<file path="src/rtl/sdram_buf_drain.sv">
// rtl/sdram_buf_drain.sv - drains one line-buffer line into a byte-masked SDRAM write burst
module sdram_buf_drain #(
    parameter int ADDR_WIDTH      = 3,
    parameter int LINE_ADDR_WIDTH = 21
) (
    input  logic                          sdram_clk,
    input  logic                          sdram_rst,
    input  logic                          start_i,
    input  logic [LINE_ADDR_WIDTH-1:0]    line_adr_i,
    input  logic [4*(1<<ADDR_WIDTH)-1:0]  dirty_i,
    output logic                          busy_o,
    output logic                          done_o,
    output logic [ADDR_WIDTH-1:0]         buf_adr_o,
    input  logic [31:0]                   buf_dat_i,
    output logic                          wr_req_o,
    output logic [LINE_ADDR_WIDTH-1:0]    wr_adr_o,
    input  logic                          wr_ack_i,
    output logic                          wr_valid_o,
    input  logic                          wr_ready_i,
    output logic [31:0]                   wr_dat_o,
    output logic [3:0]                    wr_dqm_o
);
    localparam int BL = 1 << ADDR_WIDTH;

    typedef enum logic [2:0] {
        S_IDLE,
        S_REQ,
        S_PRIME,
        S_STREAM,
        S_DONE
    } state_t;

    state_t                       r_state;
    logic [ADDR_WIDTH-1:0]        r_idx;
    logic [4*BL-1:0]              r_dirty;
    logic [LINE_ADDR_WIDTH-1:0]   r_line_adr;

    logic                         w_last;
    logic                         w_accept;
    logic [ADDR_WIDTH-1:0]        w_buf_adr;

    assign w_last   = (r_idx == ADDR_WIDTH'(BL - 1));
    assign w_accept = (r_state == S_STREAM) && wr_ready_i;

    always_ff @(posedge sdram_clk or posedge sdram_rst) begin
        if (sdram_rst) begin
            r_state    <= S_IDLE;
            r_idx      <= '0;
            r_dirty    <= '0;
            r_line_adr <= '0;
        end else begin
            case (r_state)
                S_IDLE: begin
                    if (start_i) begin
                        r_line_adr <= line_adr_i;
                        r_dirty    <= dirty_i;
                        r_idx      <= '0;
                        // A clean line never opens a burst.
                        r_state    <= (dirty_i == '0) ? S_DONE : S_REQ;
                    end
                end
                S_REQ: begin
                    if (wr_ack_i) begin
                        r_state <= S_PRIME;
                    end
                end
                S_PRIME: begin
                    r_state <= S_STREAM;
                end
                S_STREAM: begin
                    if (w_accept) begin
                        if (w_last) begin
                            r_state <= S_DONE;
                        end else begin
                            r_idx <= r_idx + ADDR_WIDTH'(1);
                        end
                    end
                end
                S_DONE: begin
                    r_state <= S_IDLE;
                end
                default: begin
                    r_state <= S_IDLE;
                end
            endcase
        end
    end

    // During a stall the current word is re-read so the buffer output holds steady.
    always_comb begin
        w_buf_adr = '0;
        if (r_state == S_STREAM) begin
            w_buf_adr = (w_accept && !w_last) ? (r_idx + ADDR_WIDTH'(1)) : r_idx;
        end
    end

    assign buf_adr_o  = w_buf_adr;
    assign busy_o     = (r_state != S_IDLE);
    assign done_o     = (r_state == S_DONE);
    assign wr_req_o   = (r_state == S_REQ);
    assign wr_valid_o = (r_state == S_STREAM);
    assign wr_adr_o   = r_line_adr;
    assign wr_dat_o   = buf_dat_i;
    assign wr_dqm_o   = wr_valid_o ? ~r_dirty[4*r_idx +: 4] : 4'h0;

endmodule

</file>
<file path="config.mk">
export PLATFORM = sky130hd
export DESIGN_NAME = sdram_buf_drain
export DESIGN_NICKNAME = d
export VERILOG_FILES = /design/src/rtl/sdram_buf_drain.sv
export SDC_FILE = /design/constraint.sdc
export NUM_CORES = 1
export LEC_CHECK = 0
export BUFFER_PORTS_ARGS = -buffer_cell sky130_fd_sc_hd__buf_2
export CORE_ASPECT_RATIO = 0.7
export CORE_MARGIN = 2
export CORE_UTILIZATION = 42
export CTS_BUF_LIST = sky130_fd_sc_hd__clkbuf_4 sky130_fd_sc_hd__clkbuf_8
export DETAILED_ROUTE_END_ITERATION = 6
export GPL_ROUTABILITY_DRIVEN = 0
export PLACE_DENSITY = 0.78
export SETUP_SLACK_MARGIN = 0.1
export SYNTH_ARGS = -nofsm -noshare
export SYNTH_HDL_FRONTEND = slang
export SYNTH_SLANG_ARGS = --single-unit
</file>
<file path="constraint.sdc">
create_clock -name sdram_clk -period 1.75 [get_ports sdram_clk]
set_clock_uncertainty 0.05 [all_clocks]
set_input_delay 0.2625 -clock sdram_clk [delete_from_list [all_inputs] [get_ports sdram_clk]]
set_output_delay 0.2625 -clock sdram_clk [all_outputs]
set_load 0.1 [all_outputs]
</file>
# After elaboration in Yosys (flattened, before gate mapping)
# Cells that the tools add are included.
dict set report classes {
  bitwise_logic 1
  muxes 13
  eq_ne 10
  shifts 1
  n_addsub 1
  reduce_logical 10
}
# operator n
set op_table {}
lappend op_table {{$logic_not A32 Y1} 1}
lappend op_table {{$shiftx A32 B6 Y4} 1}
lappend op_table {{$mux W3} 10}
lappend op_table {{$pmux W3 S4} 1}
lappend op_table {{$reduce_and A4 Y1} 2}
lappend op_table {{$eq A3 B2 Y1 const B} 2}
lappend op_table {{$eq A3 B3 Y1 const B} 2}
lappend op_table {{$ne A2 B1 Y1 const B} 3}
lappend op_table {{$pmux W3 S2} 1}
lappend op_table {{$mux W4} 1}
lappend op_table {{$ne A2 B2 Y1 const B} 2}
lappend op_table {{$not A4 Y4} 1}
lappend op_table {{$add A3 B1 Y3 const B} 1}
lappend op_table {{$eq A3 B1 Y1 const B} 1}
lappend op_table {{$logic_not A3 Y1} 1}
lappend op_table {{$reduce_bool A3 Y1} 1}
lappend op_table {{$logic_and A1 B1 Y1} 2}
lappend op_table {{$reduce_and A2 Y1} 1}
lappend op_table {{$reduce_bool A2 Y1} 1}
lappend op_table {{$logic_not A1 Y1} 1}
dict set report word_totals {
  regBits 59
  elab_cells 40
}

# Longest topological paths before layout
# Gate-level depths: netlist of run 1.
dict set report logic_depth {
  word_depth 5
  ltp_mapped 6
}

# Least setup slack after synthesis of run 1
# No wires, ideal clock.
dict set report synth_path {
  path_type {flip-flop to output port}
  start {register r_idx[0]}
  end {output port wr_dqm_o[2]}
  path_stages_with_launch 5
  path_buffers 1
  path_slack_ns -2.064
  t_arrival_ns 3.501
  required_time_ns 1.437
  path_cell_list {dfrtp_1 > buf_2 > mux4_2 > nor2b_1 > a211oi_1}
}
dict set report synth_between {
  elab_chain_len 3
}
# element line
set synth_rtl {}
lappend synth_rtl {{from (decl)} 34} ;# logic [ADDR_WIDTH-1:0] r_idx;
lappend synth_rtl {{from (signal assigned)} 75} ;# r_idx <= r_idx + ADDR_WIDTH'(1);
lappend synth_rtl {{$shiftx A32 B6 Y4} 104} ;# assign wr_dqm_o = wr_valid_o ? ~r_dirty[4*r_idx +: 4] : 4'h0;
lappend synth_rtl {{$not A4 Y4} 104}
lappend synth_rtl {{$mux W4} 104}
lappend synth_rtl {{to (decl)} 21} ;# output logic [3:0] wr_dqm_o
# Every way passes these cells.

# Final worst setup path of run 1
dict set report layout_path {
  start {register r_idx[0]}
  end {output port wr_dqm_o[1]}
}
# The elaborated chain is that of the path after synthesis.

==> impl_results.rst, run 1 <==
.. list-table::
   :header-rows: 1

   * - Metric
     - Value
   * - Max-slew headroom
     - 0.673
   * - Horiz. Die Dim
     - 105 um
   * - Die Span Y
     - 74.5 um
   * - Via-per-instance ratio
     - 5.18
   * - Number of violations of the max-capacitance limit
     - 0
   * - Total Die Area
     - 7790 um2
   * - Post-synth top flop
     - sky130_fd_sc_hd__dfrtp_1
   * - Synthesized netlist net count
     - 316
   * - Detailed Routing Iterations Pass 1
     - 4
   * - Number of CTS-inserted buffers
     - 9
   * - Post-synthesis cell count
     - 224
   * - Unrepaired setup endpoints after global routing
     - true
   * - Synth Cell Area
     - 2980 um2
   * - End of the worst register-to-register path
     - wr_adr_o[16]
   * - Cell taking the most area after synthesis
     - sky130_fd_sc_hd__dfrtp_1
   * - Cell with the most instances after synthesis
     - sky130_fd_sc_hd__dfrtp_1
   * - Critical Path End Type
     - primary output
   * - Number of buffers added on ports
     - 89
   * - Worst min-delay path category
     - input port to flop
   * - Failing checks
     - negative setup slack
   * - Portion of the post-synthesis area used by sequential elements
     - 0.496
   * - Cell at the root of the clock tree
     - sky130_fd_sc_hd__clkbuf_8
   * - Worst path arrival time
     - 2.00 ns
   * - Critical-path maximum fanout
     - 5
   * - First-pass GRT wire length
     - 12700 um
   * - Pwr dens
     - 2480 nW/um2
   * - Initial core utilization
     - 0.437
   * - GRT Total Usage
     - 0.219
   * - Peak supply drop
     - 0.00155 V
   * - Number of H-tree branching levels
     - 3
   * - Overall routed net length
     - 8280 um
   * - Area delta synth->final
     - 51.3%
   * - Estimated wirelength of the detail-placed design
     - 5250 um
   * - Start of the worst register-to-register path
     - r_state[1]
   * - Critical path type
     - flop to primary output
   * - R2R Setup Slk
     - -0.19 ns
   * - Worst slack on hold paths
     - 0.0993 ns
   * - Clock tree sinks
     - 59
   * - Minimum clock period
     - 2.32 ns
   * - Leakage
     - 2.08 nW
   * - Hold violation count in the final report
     - 0
   * - WL per Instance
     - 19.4 um
   * - CTS max path bufs
     - 2
   * - Total negative slack
     - -12.48 ns
   * - Worst setup path end
     - wr_dqm_o[1]
   * - Most numerous cell types in the synthesized netlist
     - 59 x sky130_fd_sc_hd__dfrtp_1, 50 x sky130_fd_sc_hd__mux2_2, 32 x sky130_fd_sc_hd__buf_4
   * - Final period util
     - 1.32
   * - Synth cell types
     - 32
   * - Post-route ant nets
     - 0
   * - Remaining DRCs
     - 0
   * - Crit. Startpoint
     - r_idx[0]
   * - Skew-Pair Late Insertion Delay
     - 0.34 ns
   * - Average size of a mapped cell
     - 13.3 um2
   * - Antenna Diode Count
     - 0
   * - Overall power after layout
     - 11.2 mW
   * - Core box area
     - 6820 um2
   * - Share of final-layout standard cells stronger than drive strength 1
     - 0.717
   * - Initial DRC Count
     - 101
   * - Number of synthesized flops with an enable pin
     - 0
   * - Fmax
     - 0.432 GHz
   * - Req. time, crit path
     - 1.44 ns
   * - Worst-Margin Slew
     - 0.493 ns
   * - Site row count
     - 25
   * - Setup-violating endpoint count in the final report
     - 65
   * - Net count, final
     - 419
   * - Number of synthesized register bits
     - 59
   * - Startpoint types
     - flop
   * - Max-slew violations
     - 0
   * - Count of boundary I/O pins
     - 154
   * - Clock-pin transition on the worst setup and hold timing paths
     - 0.07 ns
   * - Vias in the first global route
     - 2389
   * - Number of warning messages in the yosys log
     - 0
   * - Routed via count
     - 2205
   * - Antenna violations before repair
     - 0
   * - Remaining Overflow, GRT
     - 0
   * - Result of the run
     - complete, but fails checks
   * - Synth top area share
     - 0.496
   * - Cell types with the largest area share after synthesis
     - sky130_fd_sc_hd__dfrtp_1 50%, sky130_fd_sc_hd__mux2_2 19%, sky130_fd_sc_hd__buf_4 8.1%
   * - Min setup slack post-route
     - -0.566 ns
   * - R2R depth
     - 6
   * - Clock tree from TritonCTS
     - done
   * - Post-synth ARST share
     - 1.00
   * - Largest net degree at the start of global routing
     - 37
-- per-layer routing --
layer,GRT usage,wire length (um),up-vias
li1,-,-,975
met3,0.0701,629,29
met5,0,0,-
met1,0.283,3620,1112
met4,0.0889,192,0
met2,0.348,3850,89
-- worst min path at each step --
stage	startpoint	to	cells after the start
after floorplan	sdram_rst	r_dirty[0]	1
after global placement	sdram_rst	wr_adr_o[19]	3
after detailed placement	sdram_rst	wr_adr_o[19]	3
after CTS	line_adr_i[8]	wr_adr_o[8]	2
after global routing	line_adr_i[20]	wr_adr_o[20]	2
final	line_adr_i[20]	wr_adr_o[20]	2
-- power by group --
| part | total (mW) | switching, mW | internal (mW) |
|---|---|---|---|
| combinational | 7.38 | 4.26 | 3.12 |
| sequential | 2.56 | 0.492 | 2.06 |
| clock | 1.25 | 0.560 | 0.692 |
| total | 11.2 | 5.31 | 5.88 |
-- state kept, by name (all words and copies together) (netlist names) --
signal	flops
wr_adr_o	21
r_state	3
r_dirty	32
r_idx	3
-- kinds of logic (layout without fill, tap and decap cells) --
| group | after synthesis | after routing | share of synthesized area |
|---|---|---|---|
| AO/OA/AOI/OAI | 14 | 14 | 0.0345 |
| adder cells (fa/ha/maj) | 2 | 2 | 0.00840 |
| buffers and inverters | 49 | 157 | 0.118 |
| flip-flops | 59 | 59 | 0.496 |
| multiplexers | 64 | 64 | 0.271 |
| AND/OR/NAND/NOR | 36 | 36 | 0.0719 |
-- timing repair --
item / 4_1_cts / 5_1_grt
resized for setup: 89 / 18
hold endpoints to repair: 23 / 0
hold buffers: 1 / 0
endpoints found under the setup margin: 70 / 70
setup buffers: 17 / 6
gates cloned: 4 / 1
pin swaps: 13 / 11
-- layout make-up --
class	count	area [um2]
inverter	6	30.0
timing repair buffer	135	1180
tap	94	118
clock buffer	10	138
multi-input combinational	116	1500
fill	503	2310
sequential	59	1480
clock inverter	6	65.1
-- through the flow --
step	utilization	cells	area, um2	worst slack, ns
after global placement	0.533	385	3640	-0.387
after floorplan	-	224	3070	-0.745
after global routing	0.661	426	4510	-0.625
after detailed placement	0.533	385	3640	-0.433
after CTS	0.649	423	4430	-0.542
final	0.661	426	4510	-0.566
-- critical path, stage by stage, from the launching register on --
cell and delay, ns:
sky130_fd_sc_hd__dfrtp_2 0.38, sky130_fd_sc_hd__buf_6 0.14, sky130_fd_sc_hd__buf_6 0.11, sky130_fd_sc_hd__mux4_2 0.54, sky130_fd_sc_hd__a211oi_4 0.29, sky130_fd_sc_hd__buf_12 0.21
-- cells in the final DEF, fill, tap and decap left out, drive strengths merged, types with 2 or more instances in the layout --
| cell | count |
|---|---|
| buf | 133 |
| nor2b | 5 |
| mux2i | 3 |
| mux4 | 8 |
| nor2 | 6 |
| dfrtp | 59 |
| inv | 4 |
| a21oi | 3 |
| a211oi | 4 |
| clkbuf | 11 |
| nand2 | 8 |
| ha | 2 |
| o31a | 2 |
| clkinvlp | 6 |
| mux2 | 53 |
| nand4 | 2 |
| nor4 | 8 |
No activity file was read; power rests on OpenSTA's default activity.
==> run 2: changes to the inputs <==
--- a/config.mk
+++ b/config.mk
@@ -6,7 +6,7 @@
 export NUM_CORES = 1
 export LEC_CHECK = 0
 export BUFFER_PORTS_ARGS = -buffer_cell sky130_fd_sc_hd__buf_2
-export CORE_ASPECT_RATIO = 0.7
+export CORE_ASPECT_RATIO = 0.75
 export CORE_MARGIN = 2
 export CORE_UTILIZATION = 42
 export CTS_BUF_LIST = sky130_fd_sc_hd__clkbuf_4 sky130_fd_sc_hd__clkbuf_8
==> run 2 against run 1 <==
  * The flow still finishes with violations (negative setup slack)
  * Maximum frequency down 1.8%
  * Sequential cell count unchanged
  * Sequential power about the same
  * Wire length up 3.3%
  * Cell count down 1.2%
  * Via count up 2.9%
  * Count of clock-buffer cells in the layout up 2
  * Clock power about the same
  * Critical path depth unchanged
  * Combinational power up 4.7%
==> impl_results.rst, run 2 (synthesis gave the netlist of run 1 again) <==
.. list-table::
   :header-rows: 1

   * - Metric
     - Value
   * - Number of flip-flops under the largest register name
     - 32 (unchanged)
   * - Final cell count without fillers
     - 421 (-1.2%)
   * - Initial core utilization
     - 0.436 (-0.000800)
   * - Worst path arrival time
     - 2.05 ns (+0.05 ns)
   * - Max-slew violations
     - 0 (unchanged)
   * - Setup-violating endpoint count in the final report
     - 65 (unchanged)
   * - Design area
     - 4630 um2 (+2.8%)
   * - Post-route ant nets
     - 0 (unchanged)
   * - Setup Slack @ Placement
     - -0.505 ns (-0.0722 ns)
   * - Area delta synth->final
     - 55.6%
   * - Count of boundary I/O pins
     - 154 (unchanged)
   * - Unrepaired setup endpoints after global routing
     - true
   * - Routed via count
     - 2270 (+2.9%)
   * - Critical-path maximum fanout
     - 5 (unchanged)
   * - Minimum clock period
     - 2.36 ns (+0.0430 ns)
   * - Hold violation count in the final report
     - 0 (unchanged)
   * - Die Span Y
     - 76.9 um (+3.3%)
   * - Overall power after layout
     - 11.6 mW (+3.2%)
   * - Failing checks
     - negative setup slack
   * - Detailed Routing Iterations Pass 1
     - 4 (unchanged)
   * - Most common library cell in the layout ignoring fill and taps
     - sky130_fd_sc_hd__buf_2
   * - Vias in the first global route
     - 2383 (-0.25%)
   * - Cell Count Post-Placement
     - 374 (-2.9%)
   * - CTS max path bufs
     - 2 (unchanged)
   * - Highest-count cells in the layout ignoring fill and taps
     - 78 x sky130_fd_sc_hd__buf_2, 57 x sky130_fd_sc_hd__dfrtp_1, 53 x sky130_fd_sc_hd__mux2_4
   * - Cells along the critical path
     - buf_4 > mux4_2 > nor2b_1 > a211oi_4 > buf_12
   * - Top Family by Delay on Critical Path
     - multiplexers
   * - Estimated wirelength of the detail-placed design
     - 5190 um (-1.3%)
   * - Initial DRC Count
     - 94 (-6.9%)
   * - Clock-pin transition on the worst setup and hold timing paths
     - 0.07 ns (about the same)
   * - Final period util
     - 1.35 (+0.0246)
   * - Fmax
     - 0.424 GHz (-1.8%)
   * - Number of violations of the max-capacitance limit
     - 0 (unchanged)
   * - Critical Path End Type
     - primary output
   * - Slowest cell on crit path
     - sky130_fd_sc_hd__mux4_2
   * - Critical path buffer and inverter count
     - 2 (-1)
   * - Number of CTS-inserted buffers
     - 9 (unchanged)
   * - Antenna violations before repair
     - 0 (unchanged)
   * - Total Die Area
     - 7790 um2 (about the same)
   * - Max-slew headroom
     - 0.596 (-0.0778)
   * - Overall routed net length
     - 8560 um (+3.3%)
   * - Area after DPL
     - 3620 um2 (-0.55%)
   * - Largest net degree at the start of global routing
     - 40 (+8.1%)
   * - Remaining DRCs
     - 0 (unchanged)
   * - Startpoint types
     - flop
   * - Result of the run
     - complete, but fails checks
   * - Via-per-instance ratio
     - 5.39 (+4.2%)
   * - Core box area
     - 6830 um2 (+0.18%)
   * - GRT Total Usage
     - 0.212 (-0.00653)
   * - CP peak stage delay
     - 0.49 ns (-0.05 ns)
   * - Pwr dens
     - 2490 nW/um2 (+0.40%)
   * - Min setup slack post-route
     - -0.609 ns (-0.0430 ns)
   * - Site row count
     - 26 (+4.0%)
   * - Leakage
     - 2.15 nW (+3.3%)
   * - Most flops, register
     - r_dirty
   * - Req. time, crit path
     - 1.44 ns (about the same)
   * - First-pass GRT wire length
     - 12500 um (-2.0%)
   * - Remaining Overflow, GRT
     - 0 (unchanged)
   * - Antenna Diode Count
     - 0 (unchanged)
   * - WL per Instance
     - 20.3 um (+4.5%)
   * - Critical path type
     - flop to primary output
   * - Peak supply drop
     - 0.00211 V (+36%)
   * - Share of final-layout standard cells stronger than drive strength 1
     - 0.739 (+0.0220)
   * - Clock tree from TritonCTS
     - done
   * - Final cell utilization of the core
     - 0.678 (+0.0175)
   * - Number of buffers added on ports
     - 89 (unchanged)
   * - Horiz. Die Dim
     - 101 um (-3.3%)
   * - Worst-Margin Slew
     - 0.601 ns (+0.108 ns)
   * - Worst min-delay path category
     - input port to flop
   * - Clock tree sinks
     - 59 (unchanged)
   * - Net count, final
     - 426 (+1.7%)
   * - Cell at the root of the clock tree
     - sky130_fd_sc_hd__clkbuf_8
   * - Number of H-tree branching levels
     - 3 (unchanged)
   * - Skew-Pair Late Insertion Delay
     - 0.33 ns (about the same)
run 2: what timing repair did:
item / CTS / global route
gates cloned: 4 / 3
setup endpoints to repair: 70 / 70
pin swaps: 14 / 15
resized for setup: 83 / 36
hold buffers: 1 / 0
hold endpoints to repair: 20 / 0
buffers inserted: 19 / 12
run 2: where the power goes:
group	internal (mW)	total, mW	leakage [nW]	switching, mW
registers	2.07	2.55	0.703	0.480
clock network	0.756	1.27	0.104	0.518
logic	3.36	7.73	1.34	4.37
run 2: final timing paths:
path	from	slack, ns	depth (start not counted)	endpoint
max reg2reg	r_idx[0]	-0.38	11	r_idx[2]
min	line_adr_i[12]	0.10	2	wr_adr_o[12]
max in group asynchronous	sdram_rst	0.64	4	r_state[1]
min reg2reg	wr_adr_o[6]	0.45	1	wr_adr_o[6]
max	r_idx[0]	-0.61	5	wr_dqm_o[0]
min in group asynchronous	sdram_rst	0.45	3	wr_adr_o[9]
run 2: final cells by class:
class	instances	area [um2]
fillers	468	2200
multi-input cells	116	1530
flip-flops and latches	59	1480
repair buffers	142	1290
clock buffers	12	165
well taps	84	105
clock inverters	2	35.0
inverters	6	30.0
run 2: layer usage:
| layer | up-vias | global-route usage | share of wire |
|---|---|---|---|
| li1 | 986 | - | - |
| met1 | 1141 | 0.275 | 0.42 |
| met2 | 106 | 0.319 | 0.47 |
| met3 | 37 | 0.0875 | 0.082 |
| met4 | 0 | 0.0757 | 0.028 |
| met5 | - | 0 | 0 |
run 2: metrics by stage:
stage                     TNS, ns  hold WS [ns]
after CTS                   -9.99        0.0880
after global placement      -5.18         0.250
after global routing       -15.79        0.0849
final                      -13.22         0.104
after detailed placement    -6.27         0.261
after floorplan            -12.78         0.312
